[config.mk]
export PLATFORM = sky130hd
export DESIGN_NAME = pattern_stamper_flat
export DESIGN_NICKNAME = d
export VERILOG_FILES = /design/src/rtl/pattern_stamper_pkg.sv /design/src/rtl/pattern_stamper_if.sv /design/src/rtl/pattern_stamper_rom.sv /design/src/rtl/pattern_stamper.sv /design/src/flat_wrapper.sv
export SDC_FILE = /design/constraint.sdc
export NUM_CORES = 1
export LEC_CHECK = 0
export CAP_MARGIN = 5
export CORE_ASPECT_RATIO = 1.4
export CORE_MARGIN = 5
export CORE_UTILIZATION = 60
export CTS_BUF_LIST = sky130_fd_sc_hd__clkbuf_4 sky130_fd_sc_hd__clkbuf_8 sky130_fd_sc_hd__clkbuf_16
export CTS_CLUSTER_SIZE = 20
export DETAILED_ROUTE_END_ITERATION = 10
export DONT_BUFFER_PORTS = 1
export PLACE_DENSITY_LB_ADDON = 0.2
export SLEW_MARGIN = 25
export SYNTH_ARGS = -nofsm -noshare
export SYNTH_HDL_FRONTEND = slang
export SYNTH_HIERARCHICAL = 1
export SYNTH_SLANG_ARGS = --single-unit
[constraint.sdc]
create_clock -name clk_in -period 4 [get_ports clk_in]
set_input_delay 0.2 -clock clk_in [delete_from_list [all_inputs] [get_ports clk_in]]
set_output_delay 0.2 -clock clk_in [all_outputs]
set_load 0.1 [all_outputs]
[src/rtl/pattern_stamper_pkg.sv]
// pattern_stamper_pkg: board geometry, shared types and address helpers for pattern_stamper.
package pattern_stamper_pkg;
  localparam int BOARD_W = 96;
  localparam int BOARD_H = 16;
  localparam int WORD_W = 32;
  localparam int WORDS_PER_ROW = BOARD_W / WORD_W;
  localparam int PAT_SIZE = 8;
  localparam int N_WORDS = BOARD_H * WORDS_PER_ROW;
  localparam int SH_W = $clog2(WORD_W);
  // Distinct lo/hi words and 8 distinct rows keep every stamp address unique.
  localparam bit GEOM_OK = WORDS_PER_ROW >= 2 && BOARD_H >= PAT_SIZE && BOARD_W % WORD_W == 0;
  typedef logic [$clog2(BOARD_W)-1:0] pos_t;
  typedef logic [$clog2(N_WORDS)-1:0] addr_t;
  typedef logic [WORD_W-1:0] data_t;
  typedef logic [2:0] pat_sel_t;
  function automatic pos_t wrap_inc(pos_t v, int lim);
    return (v == pos_t'(lim - 1)) ? '0 : v + 1'b1;
  endfunction
  function automatic addr_t word_addr(pos_t y, pos_t w);
    return addr_t'(y * WORDS_PER_ROW + w);
  endfunction
  function automatic data_t merge(data_t d, data_t m, logic erase);
    return erase ? (d & ~m) : (d | m);
  endfunction
endpackage

[src/rtl/pattern_stamper_if.sv]
// pattern_stamper_if: request and memory-port bundle; erase_in exists only with PATTERN_STAMPER_ERASE_EN.
interface pattern_stamper_if;
  import pattern_stamper_pkg::*;
  logic start_in;
  pat_sel_t pattern_sel_in;
  pos_t cursor_x_in;
  pos_t cursor_y_in;
  data_t data_r_in;
  addr_t addr_r_out;
  addr_t addr_w_out;
  data_t data_w_out;
  logic wr_en_out;
  logic busy_out;
  logic done_out;
`ifdef PATTERN_STAMPER_ERASE_EN
  logic erase_in;
  modport master (output start_in, pattern_sel_in, cursor_x_in, cursor_y_in, data_r_in, erase_in,
                  input addr_r_out, addr_w_out, data_w_out, wr_en_out, busy_out, done_out);
  modport slave (input start_in, pattern_sel_in, cursor_x_in, cursor_y_in, data_r_in, erase_in,
                 output addr_r_out, addr_w_out, data_w_out, wr_en_out, busy_out, done_out);
`else
  modport master (output start_in, pattern_sel_in, cursor_x_in, cursor_y_in, data_r_in,
                  input addr_r_out, addr_w_out, data_w_out, wr_en_out, busy_out, done_out);
  modport slave (input start_in, pattern_sel_in, cursor_x_in, cursor_y_in, data_r_in,
                 output addr_r_out, addr_w_out, data_w_out, wr_en_out, busy_out, done_out);
`endif
endinterface

[src/rtl/pattern_stamper_rom.sv]
// pattern_rom: 8x8 preset pattern rows, byte r of each entry is row r, bit i is column x+i.
module pattern_rom
  import pattern_stamper_pkg::*;
(
  input pat_sel_t sel,
  input logic [2:0] row,
  output logic [7:0] row_bits
);
  localparam logic [63:0] PATS [8] = '{
    64'h0000_0000_0000_0303,
    64'h0000_0000_0000_0007,
    64'h0000_0000_0007_0402,
    64'h0000_0000_0F11_0112,
    64'h0000_0000_0002_0306,
    64'h0000_0000_0006_0906,
    64'h0000_0000_0000_070E,
    64'hFFFF_FFFF_FFFF_FFFF
  };
  assign row_bits = PATS[sel][{row, 3'b000} +: 8];
endmodule

[src/rtl/pattern_stamper.sv]
// pattern_stamper: stamps an 8x8 pattern into a toroidal board by word read-modify-write, 4 cycles per row.
// Optional PATTERN_STAMPER_ERASE_EN adds erase_in to clear the pattern cells instead of setting them.
module pattern_stamper
  import pattern_stamper_pkg::*;
(
  input logic clk_in,
  input logic rst_in,
  pattern_stamper_if.slave bus
);
  typedef enum logic [2:0] {IDLE, RD_LO, RD_HI, WR_LO, WR_HI, DONE} state_t;
  state_t st;
  pat_sel_t sel;
  logic [2:0] row;
  logic [SH_W-1:0] b;
  pos_t w, wh, yr, x_word;
  logic [7:0] rom_row;
  logic [2*WORD_W-1:0] mask;
  logic last_row;
  logic erase;
  if (!GEOM_OK) begin : g_geom_bad
    $error("pattern_stamper: board geometry too small for an 8x8 stamp");
  end
`ifdef PATTERN_STAMPER_ERASE_EN
  always_ff @(posedge clk_in)
    if (rst_in) erase <= 1'b0;
    else if (st == IDLE && bus.start_in) erase <= bus.erase_in;
`else
  assign erase = 1'b0;
`endif
  pattern_rom u_rom (.sel(sel), .row(row), .row_bits(rom_row));
  assign mask = {{(2*WORD_W-PAT_SIZE){1'b0}}, rom_row} << b;
  assign x_word = pos_t'(bus.cursor_x_in / WORD_W);
  assign last_row = row == 3'(PAT_SIZE - 1);
  // Read data is merged straight into the registered write word, so no separate lo/hi holding registers.
  always_ff @(posedge clk_in) begin
    if (rst_in) begin
      st <= IDLE;
      sel <= '0;
      row <= '0;
      b <= '0;
      w <= '0;
      wh <= '0;
      yr <= '0;
      bus.addr_r_out <= '0;
      bus.addr_w_out <= '0;
      bus.data_w_out <= '0;
      bus.wr_en_out <= 1'b0;
      bus.busy_out <= 1'b0;
      bus.done_out <= 1'b0;
    end else begin
      bus.wr_en_out <= 1'b0;
      bus.done_out <= 1'b0;
      case (st)
        IDLE: if (bus.start_in) begin
          st <= RD_LO;
          sel <= bus.pattern_sel_in;
          row <= '0;
          b <= SH_W'(bus.cursor_x_in % WORD_W);
          w <= x_word;
          wh <= wrap_inc(x_word, WORDS_PER_ROW);
          yr <= bus.cursor_y_in;
          bus.addr_r_out <= word_addr(bus.cursor_y_in, x_word);
          bus.busy_out <= 1'b1;
        end
        RD_LO: begin
          st <= RD_HI;
          bus.addr_r_out <= word_addr(yr, wh);
        end
        RD_HI: begin
          st <= WR_LO;
          bus.addr_w_out <= word_addr(yr, w);
          bus.data_w_out <= merge(bus.data_r_in, mask[WORD_W-1:0], erase);
          bus.wr_en_out <= 1'b1;
        end
        WR_LO: begin
          st <= WR_HI;
          bus.addr_w_out <= word_addr(yr, wh);
          bus.data_w_out <= merge(bus.data_r_in, mask[2*WORD_W-1:WORD_W], erase);
          bus.wr_en_out <= |mask[2*WORD_W-1:WORD_W];
        end
        WR_HI: begin
          st <= last_row ? DONE : RD_LO;
          row <= row + 1'b1;
          yr <= wrap_inc(yr, BOARD_H);
          bus.addr_r_out <= word_addr(wrap_inc(yr, BOARD_H), w);
          bus.done_out <= last_row;
        end
        DONE: begin
          st <= IDLE;
          bus.busy_out <= 1'b0;
        end
        default: st <= IDLE;
      endcase
    end
  end
endmodule
[src/flat_wrapper.sv]
// flat-port wrapper written by rule: the top's interface ports become plain ports
module pattern_stamper_flat import pattern_stamper_pkg::*;
  (clk_in, rst_in, bus_start_in, bus_pattern_sel_in, bus_cursor_x_in, bus_cursor_y_in, bus_data_r_in, bus_addr_r_out, bus_addr_w_out, bus_data_w_out, bus_wr_en_out, bus_busy_out, bus_done_out);
  pattern_stamper_if bus_i ();
  input logic clk_in;
  input logic rst_in;
  input wire logic [$bits(bus_i.start_in)-1:0] bus_start_in;
  input wire logic [$bits(bus_i.pattern_sel_in)-1:0] bus_pattern_sel_in;
  input wire logic [$bits(bus_i.cursor_x_in)-1:0] bus_cursor_x_in;
  input wire logic [$bits(bus_i.cursor_y_in)-1:0] bus_cursor_y_in;
  input wire logic [$bits(bus_i.data_r_in)-1:0] bus_data_r_in;
  output wire logic [$bits(bus_i.addr_r_out)-1:0] bus_addr_r_out;
  output wire logic [$bits(bus_i.addr_w_out)-1:0] bus_addr_w_out;
  output wire logic [$bits(bus_i.data_w_out)-1:0] bus_data_w_out;
  output wire logic [$bits(bus_i.wr_en_out)-1:0] bus_wr_en_out;
  output wire logic [$bits(bus_i.busy_out)-1:0] bus_busy_out;
  output wire logic [$bits(bus_i.done_out)-1:0] bus_done_out;
  assign bus_i.start_in = bus_start_in;
  assign bus_i.pattern_sel_in = bus_pattern_sel_in;
  assign bus_i.cursor_x_in = bus_cursor_x_in;
  assign bus_i.cursor_y_in = bus_cursor_y_in;
  assign bus_i.data_r_in = bus_data_r_in;
  assign bus_addr_r_out = bus_i.addr_r_out;
  assign bus_addr_w_out = bus_i.addr_w_out;
  assign bus_data_w_out = bus_i.data_w_out;
  assign bus_wr_en_out = bus_i.wr_en_out;
  assign bus_busy_out = bus_i.busy_out;
  assign bus_done_out = bus_i.done_out;
  pattern_stamper u_core (.clk_in(clk_in), .rst_in(rst_in), .bus(bus_i));
endmodule
==> results of run 1 <==
-- routing by layer --
layer	global-route usage (%)	routed length (microns)
met1	29.1	4940
met2	47.9	7120
met5	0	0
met4	15.2	630
met3	6.37	1090
-- sequential cells by signal, summed over array words and instances (netlist names) --
signal,count
u_core/bus.done_out,1
u_core/b,5
u_core/bus.addr_w_out,6
u_core/sel,3
u_core/w,2
u_core/bus.wr_en_out,1
u_core/bus.addr_r_out,6
u_core/yr,7
u_core/bus.data_w_out,32
u_core/st,3
u_core/row,3
u_core/wh,3
u_core/bus.busy_out,1
-- path summary, 6_finish.rpt --
kind,slack (ns),from,cells after the start,endpoint
worst max-delay path,0.83,u_core/yr[0]$_SDFFE_PP0P_,13,u_core/bus.addr_r_out[5]$_SDFFE_PP0P_
worst min-delay path,0.01,bus_cursor_x_in[3],2,u_core/b[3]$_SDFFE_PP0P_
worst max register to register,0.83,u_core/yr[0]$_SDFFE_PP0P_,13,u_core/bus.addr_r_out[5]$_SDFFE_PP0P_
worst min register to register,0.49,u_core/wh[2]$_SDFFE_PP0P_,2,u_core/wh[2]$_SDFFE_PP0P_
-- worst max-delay path: cells and delay by family, from the launching register on --
family,cells,cell delay [ns]
AOI/OAI and AO/OA,4,0.63
xor gates and xnor gates,1,0.19
adders and majority gates,3,1.12
buffers and inverters,2,0.13
DFF,1,0.49
and+or+nand+nor,3,0.51
-- report_power, final --
part / total [mW] / internal [mW] / switching, mW
combinational: 0.532 / 0.213 / 0.319
clock: 0.819 / 0.519 / 0.300
sequential: 1.32 / 0.806 / 0.513
total: 2.67 / 1.54 / 1.13
-- cells by family (layout without fill, tap and decap cells) --
| family | after synthesis | count (layout) | share of synthesized area [%] |
|---|---|---|---|
| compound gates | 171 | 171 | 22.8 |
| xor+xnor | 27 | 27 | 5.04 |
| fa+ha+maj | 41 | 41 | 11.2 |
| buf+inv | 64 | 50 | 5.90 |
| flops | 73 | 73 | 29.4 |
| mux | 20 | 20 | 5.34 |
| simple gates | 228 | 228 | 20.3 |
-- layout by cell type (no fill, tap or decap), types with 12 or more instances in the layout --
cell type / n
a21oi_1: 54
a211oi_1: 22
xnor2_1: 15
nand2_1: 65
o21ai_0: 29
dfxtp_1: 73
nor3_1: 35
mux2i_1: 12
ha_1: 35
nor2_1: 85
inv_1: 23
-- stage by stage --
step	utilization [%]	worst slack, ns	power, mW
detailed placement	60.7	0.916	1.84
floorplan	-	1.21	1.73
CTS	65.5	0.840	2.68
global route	65.5	0.574	2.78
global placement	60.7	1.04	1.82
finish	65.5	0.825	2.67
-- layout make-up --
cell class / count / area share, %
clock buffer: 13 / 4.93
multi-input combinational: 487 / 60.5
clock inverter: 3 / 0.755
inverter: 23 / 1.63
tap: 102 / 2.41
sequential: 73 / 27.5
timing repair buffer: 11 / 2.22
==> results.yml, run 1 <==
run_status:
  outcome: "finished, final reports clean"
die:
  initial_core_util_pct: 61.3
  die_h_microns: 118
  core_area_sq_um: 8100
  rows: 39
  num_io_pins: 99
  die_area_sq_um: 10200
  die_w_microns: 86.9
detailed_routing:
  postRouteAntennaNets: 0
  first_iter_violations: 266
  vias_per_cell: 6.39
  wl_microns: 13800
  wl_per_cell_microns: 19.4
  drc: 0
  firstDrtPassIters: 5
  vias: 4552
clocking:
  clk_latency_ns: 0.33
  htreeDepth: 3
  cts_num_sinks: 73
  cts_hold_buf: 7
  cts_root_buffer: "clkbuf_16"
  cts.path.max_buffers: 2
  post-cts-setup-buffers: 0
  clkTransAtPathRegs_ns: 0.06
  cts_tree: "built"
  cts.repair.resized: 0
  cts_buffers: 9
synth:
  synth_common_cells: "nor2_1 (85), dfxtp_1 (73), nand2_1 (65)"
  post-synth-top-area-cell: "dfxtp_1"
  ys_types: 64
  ys_seq_elements: 73
  synth-async-reset-ratio_pct: 0
  synth_seq_area_share_pct: 29.4
  yosysWarnings: 6
  synth_ff_type: "dfxtp_1"
  syn-cell-area_sq_um: 4960
  synthTopCellsByArea: "dfxtp_1 (29%), ha_1 (8.8%), nor2_1 (6.4%)"
  synthCells: 624
  yosysMostFrequentCell: "nor2_1"
  syn_nets: 717
  syn_avg_cell_area_sq_um: 7.95
  yosysTopAreaCellShare_pct: 29.4
  synth-edff-count: 0
critical_path:
  start_kind: "register"
  required_ns: 4.24
  crit_fanout: 9
  critPathMaxStageDelay_ns: 0.49
  worstSetupPathType: "register to register"
  arrival_ns: 3.41
  path_cells: "ha_1, nand2_1, nor2_1, nor2_1, ha_1, inv_1, fa_1, inv_1, a21o_1, a21oi_1, xnor2_1, a31oi_1, a311oi_1"
  endpoint_kind: "register"
  cpMaxStageDelayCell: "dfxtp_1"
sta:
  tightest_slew_ns: 1.04
  hold_viol: 0
  period_share_pct: 79.4
  hold_ws_ns: 0.0101
  rsz0062_at_grt: "no"
  report.final.setup_viol: 0
  finalCriticalPeriod_ns: 3.17
  setup-tns-final_ns: 0
  max_slew_margin_pct: 30.9
  drv_slew: 0
  fmax_mhz: 315
  skew_ns: 0.00556
global_route:
  grt_usage_pct: 27.3
  grt_max_degree: 74
  antenna_found_initial: 0
  grt_pass1_wl_microns: 22300
  grt_pass1_vias: 4440
  grt.overflow.total: 0
final_layout:
  nNetsFinal: 698
  area_growth_pct: 6.91
  multiInputGateArea_sq_um: 3210
  seqCellArea_sq_um: 1460
  num-fill-cells: 723
  antennaDiodeCount: 0
  drive_gt1_share_pct: 6.07
  final_cell_area_sq_um: 5310
  fin_cells: 712
hold_path:
  hold_class: "primary input to register"
place:
  dp.cells: 689
  io_buffers: 0
  gp_congestion: 0.951
  dp_hpwl_microns: 10000
  place_area_sq_um: 4920
power:
  vdd_ir_drop_max_mv: 0.327
  p_per_area_nw_per_um2: 503
  power.leakage_nw: 2.09
run:
  maxCapViolCount: 0
No activity file was read; power rests on OpenSTA's default activity.
==> run 2: changes to the inputs <==
ABC_AREA = 1   (was unset)
CORE_UTILIZATION = 58   (was 60)
clock period = 2.9 ns   (was 4 ns; I/O delays follow)
==> results.yml, run 2 <==
final_layout:
  reg_top3: "u_core/bus.data_w_out: 32 flops, u_core/yr: 7 flops"
  largest_reg_flops: 32
  nNetsFinal: 885
  top_register: "u_core/bus.data_w_out"
  mostFrequentLayoutCell: "nand2_1"
  drive_gt1_share_pct: 13.7
  multiInputGateArea_sq_um: 3110
  seqCellArea_sq_um: 1470
  area_growth_pct: 17.5
  mostFrequentLayoutCells: "nand2_1 (172), nand3_1 (82), dfxtp_1 (69), a21oi_1 (63)"
  num-fill-cells: 713
  antennaDiodeCount: 0
synth:
  yosysMostFrequentCell: "nand2_1"
  yosysTopAreaCellShare_pct: 29.0
  ys_types: 44
  yosysWarnings: 6
  syn_avg_cell_area_sq_um: 6.72
  synth-edff-count: 0
  synth-async-reset-ratio_pct: 0
  syn-cell-area_sq_um: 5040
  synthCells: 750
  synth_common_cells: "nand2_1 (172), nand3_1 (82), dfxtp_1 (73)"
  synthTopCellsByArea: "dfxtp_1 (29%), nand2_1 (13%), ha_1 (8.7%)"
  post-synth-top-area-cell: "dfxtp_1"
  ys_seq_elements: 73
  syn_nets: 843
  synth_ff_type: "dfxtp_1"
  synth_seq_area_share_pct: 29.0
global_route:
  grt.overflow.total: 0
  grt_usage_pct: 28.2
  grt_pass1_wl_microns: 23800
  grt_max_degree: 38
  grt_pass1_vias: 5049
  antenna_found_initial: 0
die:
  initial_core_util_pct: 58.9
  die_w_microns: 88.8
  die_h_microns: 120
  core_area_sq_um: 8560
  num_io_pins: 99
  rows: 40
  die_area_sq_um: 10700
run:
  maxCapViolCount: 0
sta:
  setup_slack_ns: 0.256
  tightest_slew_ns: 1.01
  max_slew_margin_pct: 32.6
  rsz0062_at_grt: "no"
  hold_viol: 0
  fmax_mhz: 378
  report.final.setup_viol: 0
  skew_ns: 0.00464
  finalCriticalPeriod_ns: 2.64
  drv_slew: 0
  setup-tns-final_ns: 0
  period_share_pct: 91.2
critical_path:
  crit_fanout: 6
  worstSetupPathType: "register to register"
  required_ns: 3.13
  endpoint_kind: "register"
  arrival_ns: 2.88
  start_kind: "register"
  reg2reg_depth: 20
detailed_routing:
  firstDrtPassIters: 7
  wl_microns: 14800
  vias: 5218
  wl_per_cell_microns: 16.4
  postRouteAntennaNets: 0
  drc: 0
  first_iter_violations: 295
  vias_per_cell: 5.78
clocking:
  clkTransAtPathRegs_ns: 0.06
  cts_buffers: 9
  htreeDepth: 3
  cts_tree: "built"
  cts_root_buffer: "clkbuf_16"
  cts.path.max_buffers: 2
  post-cts-setup-buffers: 0
  clk_latency_ns: 0.33
  cts_num_sinks: 73
place:
  dp_hpwl_microns: 11100
  preCtsSetupSlack_ns: 0.0475
  io_buffers: 0
  gp_congestion: 0.970
power:
  vdd_ir_drop_max_mv: 0.469
  total_power_mw: 3.93
  p_per_area_nw_per_um2: 664
  power.leakage_nw: 2.80
run_status:
  outcome: "finished, final reports clean"
hold_path:
  holdPathStages: 2
  hold_class: "primary input to register"
-- run 2: worst max-delay path, cell delays in order, from the launching register on --
cell     delay, ns
dfxtp_1       0.34
inv_1         0.11
ha_1          0.15
inv_1         0.04
nor2_1        0.11
nand2_1       0.10
buf_4         0.17
nand2_1       0.10
inv_1         0.05
ha_1          0.28
ha_1          0.33
a21oi_1       0.18
nand2_1       0.09
inv_1         0.07
nand2_1       0.06
nand2_1       0.07
nand2_1       0.05
nand3_1       0.06
nand3_1       0.08
nand2_1       0.06
inv_1         0.03
-- run 2: kinds of logic (layout without fill, tap and decap cells) --
kind of cell	Yosys count	count (layout)	share of synthesized area [%]
simple gates	353	353	30.8
compound gates	162	162	17.7
buf+inv	112	159	9.72
xor+xnor	9	9	1.71
fa+ha+maj	41	41	11.1
flops	73	73	29.0
-- run 2: stage by stage --
step | hold WS, ns | instances | utilization (%) | instance area [sq um]
after floorplan | 0.262 | 750 | - | 5040
after global placement | 0.221 | 864 | 62.2 | 5330
final | 0.00932 | 902 | 69.3 | 5930
after global routing | 0.00471 | 902 | 69.3 | 5930
after CTS | 0.00331 | 902 | 68.9 | 5900
after detailed placement | 0.222 | 864 | 62.2 | 5330
-- run 2: per-layer routing --
metal	routed length (microns)	global-route usage, %	up-vias
met3	1140	5.93	45
met5	0	0	-
li1	-	-	2581
met4	720	15.9	0
met2	7600	50.0	238
met1	5330	29.9	2354
-- run 2: layout make-up --
class                           instances  area share, %
Multi-Input combinational cell        565           52.5
Sequential cell                        73           24.8
Timing Repair Buffer                   69           9.67
Inverter                               74           4.86
Clock buffer                           10           4.03
Tap cell                              105           2.22
Clock inverter                          6           1.92
-- run 2: path summary, 6_finish.rpt --
| kind | from | endpoint | slack (ns) |
|---|---|---|---|
| worst min register to register | u_core/bus.addr_r_out[2]$_SDFFE_PP0P_ | u_core/bus.addr_r_out[2]$_SDFFE_PP0P_ | 0.50 |
| worst max register to register | u_core/yr[4]$_SDFFE_PP0P_ | u_core/bus.addr_r_out[5]$_SDFFE_PP0P_ | 0.26 |
| worst max-delay path | u_core/yr[4]$_SDFFE_PP0P_ | u_core/bus.addr_r_out[5]$_SDFFE_PP0P_ | 0.26 |
| worst min-delay path | bus_data_r_in[8] | u_core/bus.data_w_out[8]$_SDFFE_PP0P_ | 0.009 |
-- run 2: power by group --
| group | internal (mW) | switching, mW |
|---|---|---|
| sequential | 1.11 | 0.118 |
| combinational | 0.358 | 1.05 |
| clock | 0.867 | 0.439 |
| total | 2.33 | 1.60 |
-- run 2: repair_timing --
action | 4_1_cts | 5_1_grt
endpoints found under the setup margin | 0 | 3
endpoints found under the hold margin | 38 | 0
gates resized for setup | 0 | 11
hold buffers | 22 | 0
==> run 3: changes to the inputs <==
clock period = 2.2 ns   (was 2.9 ns; I/O delays follow)
==> results.yml, run 3 (same netlist as run 2, synthesis figures left out) <==
final_layout:
  top_register: "u_core/bus.data_w_out"
  area_growth_pct: 34.6
  antennaDiodeCount: 0
  num-fill-cells: 587
  largest_reg_flops: 32
  reg_top3: "u_core/bus.data_w_out: 32 flops, u_core/yr: 7 flops"
  final_util_pct: 79.3
  nNetsFinal: 950
  mostFrequentLayoutCells: "nand2_1 (164), buf_4 (94), nand3_1 (80), dfxtp_1 (64), a21oi_1 (58)"
  drive_gt1_share_pct: 25.5
  fin_cells: 967
  mostFrequentLayoutCell: "nand2_1"
detailed_routing:
  wl_met3_microns: 1470
  postRouteAntennaNets: 0
  vias_per_cell: 6.04
  wl_met2_microns: 9070
  dr.max_layer_used: "met4"
  firstDrtPassIters: 8
  first_iter_violations: 468
  drc: 0
  wl_per_cell_microns: 18.4
  vias: 5844
  wl_microns: 17800
  drt-met1-wl_microns: 5840
critical_path:
  cpMaxStageDelayCell: "dfxtp_4"
  start_kind: "register"
  critPathTopFamily: "simple AND/OR/NAND/NOR gates"
  arrival_ns: 2.63
  path_cells: "ha_2, nand2_1, xor2_2, nor2_4, ha_4, ha_4, a21oi_1, nand2_1, nand4_1, nand3_1, nand3_1, nand3_1, nand2_1, inv_1"
  critPathMaxStageDelay_ns: 0.39
  required_ns: 2.44
  worst-path-buf-inv: 1
  endpoint_kind: "register"
  crit_fanout: 4
  worstSetupPathType: "register to register"
power:
  p_per_area_nw_per_um2: 794
  pwr-share-comb_pct: 41.7
  seqPwrFrac_pct: 28.9
  switching_share_pct: 42.9
  vdd_ir_drop_max_mv: 0.726
  power.leakage_nw: 3.14
  p_clk_share_pct: 29.4
  net-switching-power_mw: 2.32
  intPower_mw: 3.08
sta:
  hold_viol: 0
  skew_ns: 0.00996
  rsz0062_at_grt: "yes"
  drv_slew: 0
  period_share_pct: 109
  max_slew_margin_pct: 58.3
  report.final.setup_viol: 7
  fmax_mhz: 418
  finalCriticalPeriod_ns: 2.39
  tightest_slew_ns: 0.625
  setup_slack_ns: -0.193
clocking:
  htreeDepth: 3
  cts_num_sinks: 73
  cts_buffers: 9
  cts_root_buffer: "clkbuf_16"
  clk_latency_ns: 0.34
  cts_tree: "built"
  clkTransAtPathRegs_ns: 0.07
  cts.path.max_buffers: 2
die:
  num_io_pins: 99
  die_w_microns: 88.8
  core_area_sq_um: 8560
  die_area_sq_um: 10700
  rows: 40
  initial_core_util_pct: 58.9
  die_h_microns: 120
place:
  dp.cells: 906
  dp_hpwl_microns: 11700
  io_buffers: 0
  gp_congestion: 0.911
run:
  maxCapViolCount: 0
global_route:
  grt_pass1_vias: 5634
  grt_pass1_wl_microns: 26600
  antenna_found_initial: 0
  grt_max_degree: 36
  grt.overflow.total: 0
  grt_usage_pct: 31.9
run_status:
  violations: "setup timing"
  outcome: "complete, but fails checks"
hold_path:
  hold_class: "primary input to register"
-- run 3: changes by cell type in the layout (fill, tap and decap cells not counted), moves of 4 or more --
cell           before  now
nor2_1             60   52
nand2_2             5    9
a21oi_1            63   58
inv_2              10   17
dfxtp_4             1    5
dlygate4sd3_1      22   36
nor2_4              2    7
buf_4              47   94
ha_1               32   20
dfxtp_1            69   64
ha_4                1   12
nand2_4             2    6
nand2_1           172  164
inv_1              60   50
-- run 3: stage by stage --
stage	total power [mW]	hold slack (ns)	cell area, sq um	worst slack [ns]	TNS, ns
6_report	5.39	0.0205	6790	-0.193	-0.702
5_1_grt	5.61	0.0344	6790	-0.306	-1.85
3_5_place_dp	3.56	0.180	5750	-0.176	-0.620
3_3_place_gp	3.52	0.183	5750	-0.0984	-0.179
4_1_cts	5.26	0.00841	6580	-0.107	-0.368
2_1_floorplan	3.09	0.227	5140	-0.0337	-0.0361
-- run 3: path summary, 6_finish.rpt --
| kind | slack, ns | to | from | depth (start not counted) |
|---|---|---|---|---|
| worst max-delay path | -0.19 | u_core/bus.addr_r_out[5]$_SDFFE_PP0P_ | u_core/yr[1]$_SDFFE_PP0P_ | 14 |
| worst min-delay path | 0.02 | u_core/bus.data_w_out[23]$_SDFFE_PP0P_ | bus_data_r_in[23] | 3 |
| worst max register to register | -0.19 | u_core/bus.addr_r_out[5]$_SDFFE_PP0P_ | u_core/yr[1]$_SDFFE_PP0P_ | 14 |
| worst min register to register | 0.47 | u_core/bus.data_w_out[19]$_SDFFE_PP0P_ | u_core/bus.data_w_out[19]$_SDFFE_PP0P_ | 2 |
-- run 3: cell type report --
cell class	count	area [sq um]	share of cell area (%)
Clock inverter	6	72.6	1.07
Multi-Input combinational cell	565	3430	50.5
Inverter	74	298	4.39
Sequential cell	73	1490	21.9
Tap cell	105	131	1.94
Timing Repair Buffer	134	1120	16.5
Clock buffer	10	250	3.69
-- run 3: worst reg2reg max path: stages (launching register included) --
cell and delay [ns]:
dfxtp_4 0.39, ha_2 0.21, nand2_1 0.10, xor2_2 0.20
nor2_4 0.17, ha_4 0.24, ha_4 0.25, a21oi_1 0.15
nand2_1 0.10, nand4_1 0.10, nand3_1 0.11, nand3_1 0.10
nand3_1 0.07, nand2_1 0.07, inv_1 0.04
-- run 3: repair_timing --
item                                    4_1_cts  5_1_grt
resized for setup                            30       41
setup buffers                                 2        6
endpoints found under the hold margin        55        0
endpoints found under the setup margin       12       25
pin swaps                                    13       22
hold buffers                                 37        0
-- run 3: metal layers --
metal / GRT usage [%] / vias up
li1: - / 2714
met1: 32.3 / 2631
met2: 56.6 / 381
met3: 5.45 / 118
met5: 0 / -
met4: 23.3 / 0
-- run 3: power by group through the flow --
stage               registers [mW]  clock network, mW  logic, mW
floorplan                     2.25                  0      0.839
global placement              1.57                  0       1.95
detailed placement            1.58                  0       1.99
CTS                           1.55               1.60       2.10
global route                  1.57               1.66       2.38
finish                        1.56               1.58       2.25
